**src/rtl/usart_tx_arbiter.sv**
```systemverilog
// Round-robin arbiter sharing the usart TX FIFO write port among N_REQ byte producers.
// Optional packet lock (grant held until req_last or MAX_BURST bytes) under USART_ARB_PKT_LOCK_EN.
module usart_tx_arbiter #(
  parameter int N_REQ      = 4,
  parameter int DATA_WIDTH = 8,
  parameter int MAX_BURST  = 16
) (
  input  logic                        clk,
  input  logic                        rst_n,
  input  logic [N_REQ-1:0]            req_valid,
  input  logic [N_REQ*DATA_WIDTH-1:0] req_data,
  input  logic [N_REQ-1:0]            req_last,
  output logic [N_REQ-1:0]            req_ready,
  output logic [DATA_WIDTH-1:0]       tx_data,
  output logic                        tx_write_en,
  input  logic                        tx_full,
  output logic [$clog2(N_REQ)-1:0]    grant_id,
  output logic                        busy
);

  localparam int IDW = $clog2(N_REQ);

  typedef enum logic {
    IDLE  = 1'b0,
    GRANT = 1'b1
  } state_t;

  state_t                state;
  state_t                state_nxt;
  logic [IDW-1:0]        rr_ptr;
  logic [IDW-1:0]        pick_id;
  logic                  pick_found;
  logic                  grant_ready;
  logic                  accept;
  logic                  release_grant;
  logic                  start_grant;
  logic [DATA_WIDTH-1:0] grant_data;

  // First valid requester after rr_ptr, wrapping modulo N_REQ.
  always_comb begin
    pick_found = 1'b0;
    pick_id    = '0;
    for (int k = 1; k <= N_REQ; k++) begin
      if (!pick_found && req_valid[IDW'((int'(rr_ptr) + k) % N_REQ)]) begin
        pick_found = 1'b1;
        pick_id    = IDW'((int'(rr_ptr) + k) % N_REQ);
      end
    end
  end

  always_comb begin
    grant_data = '0;
    for (int i = 0; i < N_REQ; i++) begin
      if (grant_id == IDW'(i)) grant_data = req_data[i*DATA_WIDTH +: DATA_WIDTH];
    end
  end

  // Handshake: a byte transfers on a rising edge where req_valid[i] && req_ready[i];
  // ready never depends on valid, and is masked during a write so the FIFO full flag settles first.
  assign grant_ready = (state == GRANT) && !tx_full && !tx_write_en;
  assign accept      = grant_ready && req_valid[grant_id];
  assign start_grant = (state == IDLE) && (state_nxt == GRANT);

`ifdef USART_ARB_PKT_LOCK_EN
  localparam int BCW = $clog2(MAX_BURST + 1);

  logic [BCW-1:0] burst_cnt;

  assign release_grant = accept && (req_last[grant_id] || (burst_cnt == BCW'(MAX_BURST - 1)));

  always_ff @(posedge clk or negedge rst_n) begin
    if (!rst_n) begin
      burst_cnt <= '0;
    end else if (start_grant) begin
      burst_cnt <= '0;
    end else if (accept) begin
      burst_cnt <= burst_cnt + 1'b1;
    end
  end
`else
  logic unused_cfg;

  assign release_grant = accept;
  assign unused_cfg    = ^{req_last, (MAX_BURST > 0)};
`endif

  // State register
  always_ff @(posedge clk or negedge rst_n) begin
    if (!rst_n) begin
      state <= IDLE;
    end else begin
      state <= state_nxt;
    end
  end

  // Next-state logic; arbitration is frozen while the FIFO is full
  always_comb begin
    state_nxt = state;
    case (state)
      IDLE:    if (pick_found && !tx_full) state_nxt = GRANT;
      GRANT:   if (release_grant) state_nxt = IDLE;
      default: state_nxt = IDLE;
    endcase
  end

  // Output logic
  always_comb begin
    req_ready           = '0;
    req_ready[grant_id] = grant_ready;
    busy                = (state == GRANT);
  end

  always_ff @(posedge clk or negedge rst_n) begin
    if (!rst_n) begin
      grant_id    <= '0;
      rr_ptr      <= IDW'(N_REQ - 1);
      tx_data     <= '0;
      tx_write_en <= 1'b0;
    end else begin
      tx_write_en <= accept;
      if (accept) tx_data <= grant_data;
      if (start_grant) grant_id <= pick_id;
      if (release_grant) rr_ptr <= grant_id;
    end
  end

endmodule

```
**config.mk**
```make
export PLATFORM = sky130hd
export DESIGN_NAME = usart_tx_arbiter
export DESIGN_NICKNAME = d
export VERILOG_FILES = /design/src/rtl/usart_tx_arbiter.sv
export SDC_FILE = /design/constraint.sdc
export NUM_CORES = 1
export LEC_CHECK = 0
export BUFFER_PORTS_ARGS = -buffer_cell sky130_fd_sc_hd__clkbuf_2
export CAP_MARGIN = 40
export CORE_ASPECT_RATIO = 0.75
export CORE_MARGIN = 5
export CORE_UTILIZATION = 45
export DETAILED_ROUTE_END_ITERATION = 8
export PLACE_DENSITY_LB_ADDON = 0.05
export SYNTH_ARGS = -nofsm -noshare
export SYNTH_HDL_FRONTEND = slang
export SYNTH_SLANG_ARGS = --single-unit
export TNS_END_PERCENT = 20
```
**constraint.sdc**
```tcl
create_clock -name clk -period 2.45 [get_ports clk]
set_clock_uncertainty 0.05 [all_clocks]
set_input_delay 0.49 -clock clk [delete_from_list [all_inputs] [get_ports clk]]
set_output_delay 0.49 -clock clk [all_outputs]
set_load 0.005 [all_outputs]
```
# Word-level counts from Yosys, hierarchy flattened
# Index checks and enable logic that the tools add are counted.
totals:
  inputBits: 43
  register_bits: 14
  wordCells: 66
  out_inout_bits: 16
classes:
  addsub: 4
  eq_ne: 3
  order_cmp: 6
  bitwise_logic: 2
  reduce_logical: 15
  muxes: 31
ops:
  columns: ["operator", "n"]
  rows:
  - ["$mux W8", 4]
  - ["$lt A2 B4 Y1 const B", 4]
  - ["$mux W1", 16]
  - ["$bmux W1 S2", 5]
  - ["$logic_and A1 B1 Y1", 9]
  - ["$mux W2", 4]
  - ["$logic_not A1 Y1", 5]
  - ["$add A2 B1 Y2 const B", 2]
  - ["$add A2 B2 Y2 const B", 2]
  - ["$and A4 B4 Y4", 1]
  - ["$eq A2 B2 Y1 const B", 2]
  - ["$lt A2 B3 Y1 const B", 1]
  - ["$demux W1 S2", 1]
  - ["$eq A2 B1 Y1 const B", 1]
  - ["$ge A2 B1 Y1 const B", 1]
  - ["$logic_not A2 Y1", 1]
  - ["$pmux W1 S2", 1]
  - ["$not A1 Y1", 1]

# Depth between registers and ports, before layout
# Gate-level depths: netlist of run 1.
depth:
  word_depth: 18
  ltp_mapped: 6
  ltp_nobuf: 4

# Worst setup path before layout of run 1
# Ideal clock, no wire load.
synth_timing:
  path_kind: "flip-flop to flip-flop"
  startpoint: "register grant_id[0]"
  endpoint: "register tx_data[1]"
  setup_slack_ns: 0.807
  path_buffers: 2
  arrival_time_ns: 1.469
  setup_time_ns: 0.125
  path_stages_with_launch: 6
  path_cell_list: "dfrtp_1 > buf_6 > mux2_4 > o211ai_2 > buf_6 > mux2_2"
synth_via:
  elab_chain_cells: 5
  elab_cells_between_ends: 11
  cone_classes: "eq/ne: 3; mux: 6; reduce/logical: 2"
synth_rtl:
  columns: ["element", "line", "source"]
  rows:
  - ["start, declared", "17", "output logic [$clog2(N_REQ)-1:0] grant_id,"]
  - ["start signal, assigned", "122", "if (start_grant) grant_id <= pick_id;"]
  - ["$logic_not A2 Y1", "54", "if (grant_id == IDW'(i)) grant_data = req_data[i*DATA_WIDTH +: DATA_WIDTH];"]
  - ["$mux W8 (4 in series)", "54", null]
  - ["end signal, assigned", "121", "if (accept) tx_data <= grant_data;"]
  - ["end, declared", "14", "output logic [DATA_WIDTH-1:0] tx_data,"]
# Parallel ways exist; a longest one is shown, timed or not. The select of a mux whose other input is x is not followed.
# A chain may end at the register's enable or synchronous reset.

# Worst setup path in the final report of run 1
layout_timing:
  startpoint: "register grant_id[1]"
  endpoint: "output port req_ready[3]"
layout_via:
  elab_chain_cells: 5
  elab_cells_between_ends: 6
  cone_classes: "order compare: 2; mux: 2; bitwise: 1; reduce/logical: 1"
layout_rtl:
  columns: ["element", "line", "source"]
  rows:
  - ["$lt A2 B3 Y1 (implied by the code) or $ge A2 B1 Y1 (tied branches)", "109", "req_ready[grant_id] = grant_ready;"]
  - ["$logic_and A1 B1 Y1 (implied by the code)", "109", null]
  - ["$mux W1 (implied by the code)", "109", null]
  - ["$demux W1 S2 (*)", "109", null]
  - ["$and A4 B4 Y4 (no line) (*)", null, null]
  - ["end, declared", "13", "output logic [N_REQ-1:0] req_ready,"]
# Mark *: on every way between the ends. The rest lies on a longest branch, timed or not.

==> results.py, run 1 <==
metrics = {
    "timing": {
        "finalSetupTns_ns": 0,
        "fin_crit_sh": 0.800,
        "fmax_mhz": 510,
        "timing.slew.headroom": 0.599,
        "period_minus_slack_ns": 1.96,
        "whs_ns": 0.0419,
        "slew_viol_final": 0,
        "setup_slack_ns": 0.490,
        "hold_viol_final": 0,
        "rsz0062_at_grt": "false",
        "tightest_slew_ns": 0.600,
        "finalSetupViolCount": 0,
    },
    "route": {
        "route.detailed.drc": 0,
        "drt_iter0_markers": 7,
        "ant_nets": 0,
        "dr.pass1.iters": 4,
        "vias_per_cell": 5.26,
        "dr_total_vias": 789,
        "wirelength_um": 2310,
        "avgRoutedWirePerCell_um": 15.4,
    },
    "place": {
        "dp_slack_ns": 0.450,
        "port_buffers": 54,
        "place_hpwl_um": 1870,
        "place.gp.congestion": 0.675,
    },
    "grt": {
        "grt_usage": 0.164,
        "grt_pass1_vias": 884,
        "antenna_found_initial": 0,
        "grt_overflow": 0,
        "grt_max_degree": 18,
        "grt_pass1_wl_um": 4060,
    },
    "yosys": {
        "yosysWarnings": 0,
        "syn_area_per_cell_um2": 12.8,
        "yosysSeqAreaShare": 0.382,
        "syn_area_um2": 923,
        "netlist_instances": 72,
        "ys_types": 31,
        "ys_seq_elements": 14,
        "synth_nets": 115,
    },
    "power_and_ir_drop": {
        "power_density_nw_per_um2": 1060,
        "cellLeakagePower_nw": 0.622,
        "irDropWorstVdd_mv": 0.690,
    },
    "floorplanning": {
        "die_h_um": 49.2,
        "initial_core_util": 0.466,
        "die_area_um2": 3070,
        "coreArea_um2": 1980,
        "die_x_um": 62.3,
        "ios": 59,
        "placementRows": 14,
    },
    "worst_setup_path": {
        "max_stage_delay_ns": 0.73,
        "startpoint_type": "register",
        "path_class": "reg2out",
        "worstPathArrival_ns": 1.42,
        "worstPathMaxFanout": 17,
        "slowest_stage": "dfrtp_1",
        "worstPathRequired_ns": 1.91,
        "critical_path.endpoint_type": "primary output",
        "crit_chain": "and3_2, clkbuf_2",
    },
    "worst_hold_path": {
        "hold_path_class": "in2async",
    },
    "status": {
        "outcome": "finished clean",
    },
    "flow_run": {
        "maxCapViolCount": 0,
    },
    "finish": {
        "areaGrowthSynthToFinish_pct": 32.2,
        "drive_gt1_frac": 0.611,
        "num_antenna_cells": 0,
        "nFillCells": 178,
        "fin_nets": 170,
    },
    "clock_network": {
        "cts_tree": "yes",
        "cts.sinks": 14,
        "cts_resized": 0,
        "clock_latency_ns": 0.29,
        "cts_buffer_depth": 2,
        "numCtsBuffers": 3,
        "h-tree-depth": 1,
        "clk_pin_slew_worst_paths_ns": 0.09,
        "postCtsSetupBuffers": 0,
        "cts_root_buffer": "clkbuf_4",
        "ctsHoldBuffers": 0,
    },
}
==> worst max-delay path: cells and delay by family (launching register included) <==
kind	cells	cell delay [ns]
flip-flops	1	0.73
AND/OR/NAND/NOR	1	0.29
buffers and inverters	1	0.11
==> cells in the mapped netlist <==
cell	instances	area (um2)
dfrtp_1	12	300
mux2_2	9	101
nand2_1	6	22.5
mux4_1	4	105
mux4_2	4	90.1
nor2_1	4	15.0
inv_1	3	11.3
a21oi_1	2	10.0
buf_6	2	22.5
dfstp_2	2	52.6
mux2i_1	2	20.0
nor3b_1	2	15.0
o21ai_0	2	10.0
a21boi_0	1	7.51
a22o_1	1	8.76
a22oi_1	1	7.51
and2_1	1	6.26
and3_2	1	7.51
buf_2	1	5.00
buf_8	1	15.0
clkbuf_1	1	3.75
mux2_1	1	11.3
mux2_4	1	15.0
nand2b_1	1	6.26
nor3_1	1	5.00
nor4_1	1	6.26
o211ai_2	1	12.5
o21a_1	1	7.51
o21bai_1	1	7.51
o41ai_1	1	8.76
or3_1	1	6.26
==> power by group <==
group | switching, mW | internal (mW)
registers | 0.119 | 0.361
clock network | 0.0760 | 0.0905
logic | 0.257 | 0.392
total | 0.452 | 0.843
==> worst paths after layout <==
check	from	endpoint	slack [ns]	cells after the start
setup / recovery	grant_id[1]	req_ready[3]	0.49	2
hold / removal	rst_n	tx_data[0]	0.04	1
setup reg to reg	grant_id[0]	tx_data[3]	0.62	5
hold reg to reg	tx_data[0]	tx_data[0]	0.46	1
max in group asynchronous	rst_n	rr_ptr[0]	1.99	1
min in group clk	tx_data[0]	tx_data[0]	0.46	1
==> state kept, by name, indices dropped and copies added (netlist names) <==
| register | count |
|---|---|
| tx_data | 8 |
| busy | 1 |
| rr_ptr | 2 |
| grant_id | 2 |
| tx_write_en | 1 |
==> metrics by stage <==
stage	total power, mW	cell area (um2)	util	std cells
detailed placement	1.14	1180	0.599	146
finish	1.29	1220	0.617	150
floorplan	0.957	923	-	72
CTS	1.32	1220	0.617	150
global placement	1.12	1180	0.599	146
global route	1.41	1220	0.617	150
==> routing by layer <==
layer,vias to the layer above,global-route usage,part of all wire
li1,385,-,-
met1,378,0.187,0.40
met2,24,0.295,0.52
met3,2,0.0576,0.069
met4,0,0.0318,0.0048
met5,-,0,0
==> layout make-up <==
type	count	area, um2	share of cell area
Timing Repair Buffer	55	278	0.227
Sequential cell	14	353	0.289
Inverter	3	11.3	0.00922
Multi-Input combinational cell	50	513	0.420
Tap cell	24	30.0	0.0246
Clock buffer	4	36.3	0.0297
==> logic make-up (layout without fill, tap and decap cells) <==
| logic type | after synthesis | count (layout) | synth area share |
|---|---|---|---|
| mux | 21 | 21 | 0.371 |
| simple gates | 18 | 18 | 0.0976 |
| flops | 14 | 14 | 0.382 |
| compound gates | 11 | 11 | 0.0867 |
| buf+inv | 8 | 62 | 0.0623 |
==> placed cells by master (no fill, tap or decap), types with 2 or more instances in the layout <==
master	n
inv_1	3
mux2i_1	2
nor3b_1	2
o21ai_0	2
mux4_2	4
dfstp_2	2
clkbuf_4	3
mux2_2	9
dfrtp_1	12
nand2_1	6
mux4_1	4
a21oi_1	2
clkbuf_2	54
nor2_1	4
(Power assumes the default switching activity.)
==> run 2, diff against run 1 <==
ABC_AREA = 1   (was unset)
clock period = 2.03 ns   (was 2.45 ns; I/O delays follow)
==> results.py, run 2 <==
metrics = {
    "finish": {
        "final_cell_mix": "63 x nand2_1, 54 x clkbuf_2, 17 x inv_1",
        "seqCellArea_um2": 353,
        "fin_nets": 268,
        "drive_gt1_frac": 0.424,
        "largest_reg_flops": 8,
        "num_antenna_cells": 0,
        "post-route-cell-area_um2": 1470,
        "nFillCells": 239,
        "top_register": "tx_data",
        "mostFrequentLayoutCell": "nand2_1",
        "final_core_util": 0.623,
        "areaGrowthSynthToFinish_pct": 29.0,
        "reg.largest.list": "tx_data: 8 flops, grant_id: 2 flops, rr_ptr: 2 flops",
        "multi_input_area_um2": 656,
    },
    "floorplanning": {
        "die_area_um2": 3660,
        "initial_core_util": 0.483,
        "coreArea_um2": 2360,
        "die_x_um": 68.2,
        "die_h_um": 53.6,
        "placementRows": 15,
        "ios": 59,
    },
    "yosys": {
        "synth_nets": 211,
        "synthArstFlopShare": 1.00,
        "ys.flop_type": "dfrtp_1",
        "synth.top_cell.area_share": 0.263,
        "syn_area_per_cell_um2": 6.80,
        "synth_common_cells": "63 x nand2_1, 17 x inv_1, 15 x nand3_1, 12 x dfrtp_1, 11 x o21ai_2",
        "yosysTopAreaCell": "dfrtp_1",
        "syn_area_um2": 1140,
        "ys_types": 22,
        "synth_edf_count": 0,
        "ys_seq_elements": 14,
        "yosysSeqAreaShare": 0.309,
        "yosysMostFrequentCell": "nand2_1",
        "netlist_instances": 168,
        "yosysWarnings": 0,
        "netlist_top_cells_area": "dfrtp_1 26%, nand2_1 21%, o21ai_2 8.4%, nand3_1 6.6%, inv_1 5.6%",
    },
    "clock_network": {
        "cts_root_buffer": "clkbuf_4",
        "clk_pin_slew_worst_paths_ns": 0.08,
        "cts.sinks": 14,
        "postCtsSetupBuffers": 0,
        "h-tree-depth": 1,
        "clock_latency_ns": 0.27,
        "cts_tree": "yes",
        "cts_buffer_depth": 2,
        "numCtsBuffers": 3,
    },
    "worst_setup_path": {
        "worstPathMaxFanout": 10,
        "timing.rr.end": "grant_id[1]",
        "startpoint_type": "register",
        "critical_path.endpoint_type": "primary output",
        "worstPathRequired_ns": 1.57,
        "rr_worst_depth": 11,
        "worstPathArrival_ns": 1.43,
        "path_class": "reg2out",
        "crit_start": "grant_id[0]",
        "r2r_slack_ns": 0.30,
        "r2r_start": "rr_ptr[0]",
    },
    "grt": {
        "grt_pass1_vias": 1143,
        "grt_max_degree": 23,
        "grt_overflow": 0,
        "grt_usage": 0.184,
        "grt_pass1_wl_um": 5110,
        "antenna_found_initial": 0,
    },
    "route": {
        "wirelength_um": 3360,
        "ant_nets": 0,
        "avgRoutedWirePerCell_um": 13.0,
        "dr.pass1.iters": 4,
        "vias_per_cell": 5.06,
        "drt_iter0_markers": 78,
        "route.detailed.drc": 0,
        "dr_total_vias": 1306,
    },
    "worst_hold_path": {
        "hold_path_class": "in2reg",
        "hp-start": "tx_full",
        "hold_end": "grant_id[0]",
        "whs_path_depth": 4,
    },
    "timing": {
        "hold_viol_final": 0,
        "fin_crit_sh": 0.931,
        "rsz0062_at_grt": "false",
        "period_minus_slack_ns": 1.89,
        "timing.slew.headroom": 0.696,
        "fmax_mhz": 529,
        "finalSetupViolCount": 0,
        "tightest_slew_ns": 0.456,
        "finalSetupTns_ns": 0,
        "slew_viol_final": 0,
    },
    "power_and_ir_drop": {
        "irDropWorstVdd_mv": 0.790,
        "seqPwrFrac": 0.278,
        "internal_power_mw": 1.03,
        "netSwitchingFraction": 0.506,
        "pwr-share-comb": 0.647,
        "power_density_nw_per_um2": 1420,
        "cellLeakagePower_nw": 0.804,
        "power_frac_clock": 0.075,
        "p_switching_mw": 1.06,
    },
    "place": {
        "port_buffers": 54,
        "place_hpwl_um": 2720,
        "place.gp.congestion": 0.765,
        "dpl-instance-area_um2": 1430,
    },
    "status": {
        "outcome": "finished clean",
    },
    "flow_run": {
        "maxCapViolCount": 0,
    },
}
==> run 2: cell types whose count changed in the layout (fill, tap and decap cells not counted), moves of 3 or more <==
cell and delta:
inv_1 +14, inv_2 +3, mux2_2 -9, mux4_1 -4, mux4_2 -4, nand2_1 +57, nand2_2 +10, nand3_1 +15
nand4_1 +10, nor2_2 +3, o21ai_2 +11
==> run 2: how the worst max path moves through the flow <==
stage,end,slack [ns]
2_1_floorplan,grant_id[1],0.50
3_3_place_gp,req_ready[0],0.26
3_5_place_dp,req_ready[2],0.23
4_1_cts,req_ready[2],0.07
5_1_grt,req_ready[2],0.06
6_report,req_ready[2],0.14
==> run 2: per-stage QoR <==
| stage | setup slack (ns) | power (mW) | hold WS (ns) | instances |
|---|---|---|---|---|
| global route | 0.0634 | 2.30 | 0.425 | 258 |
| global placement | 0.260 | 1.88 | 0.270 | 253 |
| detailed placement | 0.233 | 1.93 | 0.279 | 253 |
| floorplan | 0.505 | 1.55 | 0.0604 | 168 |
| CTS | 0.0721 | 2.11 | 0.397 | 258 |
| finish | 0.139 | 2.09 | 0.401 | 258 |
==> run 2: logic make-up (layout without fill, tap and decap cells) <==
logic type      Yosys count  in the layout  share of synthesized area
simple gates            110            110                      0.439
buf+inv                  27             83                      0.122
compound gates           17             17                      0.130
flops                    14             14                      0.309
==> run 2: layer usage <==
| layer | global-route usage | vias up | part of all wire |
|---|---|---|---|
| met2 | 0.282 | 55 | 0.42 |
| li1 | - | 648 | - |
| met3 | 0.0334 | 0 | 0.10 |
| met5 | 0 | - | 0 |
| met4 | 0.0297 | 0 | 0 |
| met1 | 0.273 | 603 | 0.47 |
==> run 2: worst max-delay path, cell delays in order (launching register included) <==
cell	delay [ns]
dfrtp_1	0.55
buf_4	0.25
nor3_1	0.22
clkbuf_2	0.15
==> run 2: power groups by stage <==
stage	Sequential (mW)	Clock (mW)	Combinational, mW
5_1_grt	0.605	0.179	1.51
3_3_place_gp	0.571	0	1.31
4_1_cts	0.580	0.168	1.36
3_5_place_dp	0.582	0	1.34
2_1_floorplan	0.520	0	1.03
6_report	0.582	0.158	1.35
==> run 2: timing repair <==
action | CTS | global route
endpoints found under the setup margin | 0 | 1
hold endpoints to repair | 12 | 0
resized for setup | 0 | 1
hold buffers | 1 | 0
==> run 2: layout make-up <==
| cell class | count | area share |
|---|---|---|
| flip-flops and latches | 14 | 0.239 |
| repair buffers | 58 | 0.214 |
| clock buffers | 4 | 0.0178 |
| multi-input cells | 127 | 0.445 |
| well taps | 34 | 0.0289 |
| inverters | 21 | 0.0552 |
==> run 3, diff against run 2 <==
--- a/config.mk
+++ b/config.mk
@@ -12,3 +12,3 @@
 export CORE_MARGIN = 5
-export CORE_UTILIZATION = 45
+export CORE_UTILIZATION = 41
 export DETAILED_ROUTE_END_ITERATION = 8
==> constraint.sdc (replaced) <==
create_clock -name clk -period 1.7 [get_ports clk]
set_clock_uncertainty 0.05 [all_clocks]
set_input_delay 0.17 -clock clk [delete_from_list [all_inputs] [get_ports clk]]
set_output_delay 0.17 -clock clk [all_outputs]
set_load 0.005 [all_outputs]
==> results.py, run 3 (synthesis gave the netlist of run 2 again) <==
metrics = {
    "finish": {
        "largest_reg_flops": 8,
        "areaGrowthSynthToFinish_pct": 40.5,
        "final_cell_mix": "54 x clkbuf_2, 52 x nand2_1, 19 x nand2_2",
        "final_core_util": 0.607,
        "num_antenna_cells": 0,
        "top_register": "tx_data",
        "nFillCells": 261,
        "reg.largest.list": "tx_data: 8 flops, grant_id: 2 flops, rr_ptr: 2 flops",
        "final_cells": 268,
        "fin_nets": 276,
        "drive_gt1_frac": 0.496,
        "mostFrequentLayoutCell": "clkbuf_2",
    },
    "clock_network": {
        "h-tree-depth": 1,
        "cts.sinks": 14,
        "cts_buffer_depth": 2,
        "numCtsBuffers": 3,
        "clk_pin_slew_worst_paths_ns": 0.05,
        "cts_root_buffer": "clkbuf_8",
        "clock_latency_ns": 0.23,
        "cts_tree": "yes",
    },
    "grt": {
        "grt_pass1_wl_um": 5350,
        "grt_max_degree": 23,
        "grt_pass1_vias": 1162,
        "grt_usage": 0.164,
        "antenna_found_initial": 0,
        "grt_overflow": 0,
    },
    "route": {
        "ant_nets": 0,
        "avgRoutedWirePerCell_um": 12.8,
        "dr_total_vias": 1311,
        "vias_per_cell": 4.89,
        "drt_iter0_markers": 66,
        "dr.pass1.iters": 4,
        "wirelength_um": 3420,
        "route.detailed.drc": 0,
    },
    "timing": {
        "slew_viol_final": 0,
        "timing.slew.headroom": 0.781,
        "fin_crit_sh": 0.991,
        "tightest_slew_ns": 0.329,
        "fmax_mhz": 593,
        "hold_viol_final": 0,
        "period_minus_slack_ns": 1.69,
        "whs_ns": 0.218,
        "finalSetupViolCount": 0,
        "setup_slack_ns": 0.0145,
        "rsz0062_at_grt": "true",
    },
    "floorplanning": {
        "die_h_um": 55.7,
        "placementRows": 16,
        "coreArea_um2": 2640,
        "initial_core_util": 0.432,
        "die_area_um2": 3950,
        "ios": 59,
        "die_x_um": 71.0,
    },
    "place": {
        "dp_slack_ns": 0.0605,
        "place.gp.congestion": 0.827,
        "place_hpwl_um": 2630,
        "port_buffers": 54,
        "place_inst": 259,
    },
    "power_and_ir_drop": {
        "power_density_nw_per_um2": 1760,
        "irDropWorstVdd_mv": 1.02,
        "cellLeakagePower_nw": 0.858,
    },
    "worst_hold_path": {
        "hold_path_class": "in2reg",
    },
    "status": {
        "outcome": "finished clean",
    },
    "worst_setup_path": {
        "path_class": "reg2reg",
        "critical_path.endpoint_type": "register",
        "worstPathMaxFanout": 8,
        "startpoint_type": "register",
        "worstPathRequired_ns": 1.78,
        "worstPathArrival_ns": 1.76,
    },
    "flow_run": {
        "maxCapViolCount": 0,
    },
}
run 3: cell types whose count changed in the layout (fill, tap and decap cells not counted), sizes merged:
cell    delta
inv        -1
buf        +8
clkinv     +1
run 3: path summary, 6_finish.rpt:
kind                            start           to  slack (ns)  cells after the start
max in group asynchronous       rst_n    rr_ptr[1]        0.99                      2
hold reg to reg            tx_data[3]   tx_data[3]        0.48                      2
hold / removal                tx_full  grant_id[0]        0.22                      4
min in group asynchronous       rst_n   tx_data[3]        0.31                      2
setup reg to reg            rr_ptr[0]  grant_id[1]        0.01                     11
setup / recovery            rr_ptr[0]  grant_id[1]        0.01                     11
run 3: worst max-delay path, cell delays in order, from the launching register on:
cell and delay, ns:
dfstp_2 0.62, clkinv_4 0.11, nand2_2 0.09, nand2_4 0.07, nand2_2 0.08, nand2_2 0.08, nor2_4 0.13, nand3_2 0.08
nand2_2 0.11, inv_1 0.05, nand2_1 0.06, nand2_1 0.04
run 3: where the power goes:
group          total (mW)  switching, mW  internal (mW)  leakage [nW]
Combinational        1.93           1.14          0.787         0.665
Sequential          0.627          0.119          0.508         0.170
Clock               0.270          0.105          0.165        0.0228
Total                2.83           1.37           1.46         0.858
run 3: stage by stage:
stage	power, mW	cell area (um2)	setup TNS [ns]
finish	2.83	1610	0
detailed placement	2.35	1470	0
global route	3.10	1610	-0.0961
global placement	2.32	1470	0
CTS	2.64	1520	0
floorplan	1.85	1140	0
run 3: metal layers:
| layer | part of all wire | GRT usage |
|---|---|---|
| met3 | 0.11 | 0.0433 |
| met2 | 0.41 | 0.221 |
| met4 | 0.012 | 0.0590 |
| met1 | 0.47 | 0.247 |
| met5 | 0 | 0 |
run 3: area by class of cell:
class | instances | area, um2 | area share
inverters | 21 | 83.8 | 0.0522
flip-flops and latches | 14 | 353 | 0.220
well taps | 36 | 45.0 | 0.0281
clock buffers | 4 | 45.0 | 0.0281
multi-input cells | 127 | 703 | 0.438
repair buffers | 66 | 375 | 0.234
run 3: timing repair:
| item | in CTS | in global routing |
|---|---|---|
| buffers inserted | 0 | 4 |
| endpoints found under the hold margin | 12 | 0 |
| endpoints found under the setup margin | 0 | 7 |
| gates resized for setup | 0 | 17 |
| hold buffers | 1 | 0 |
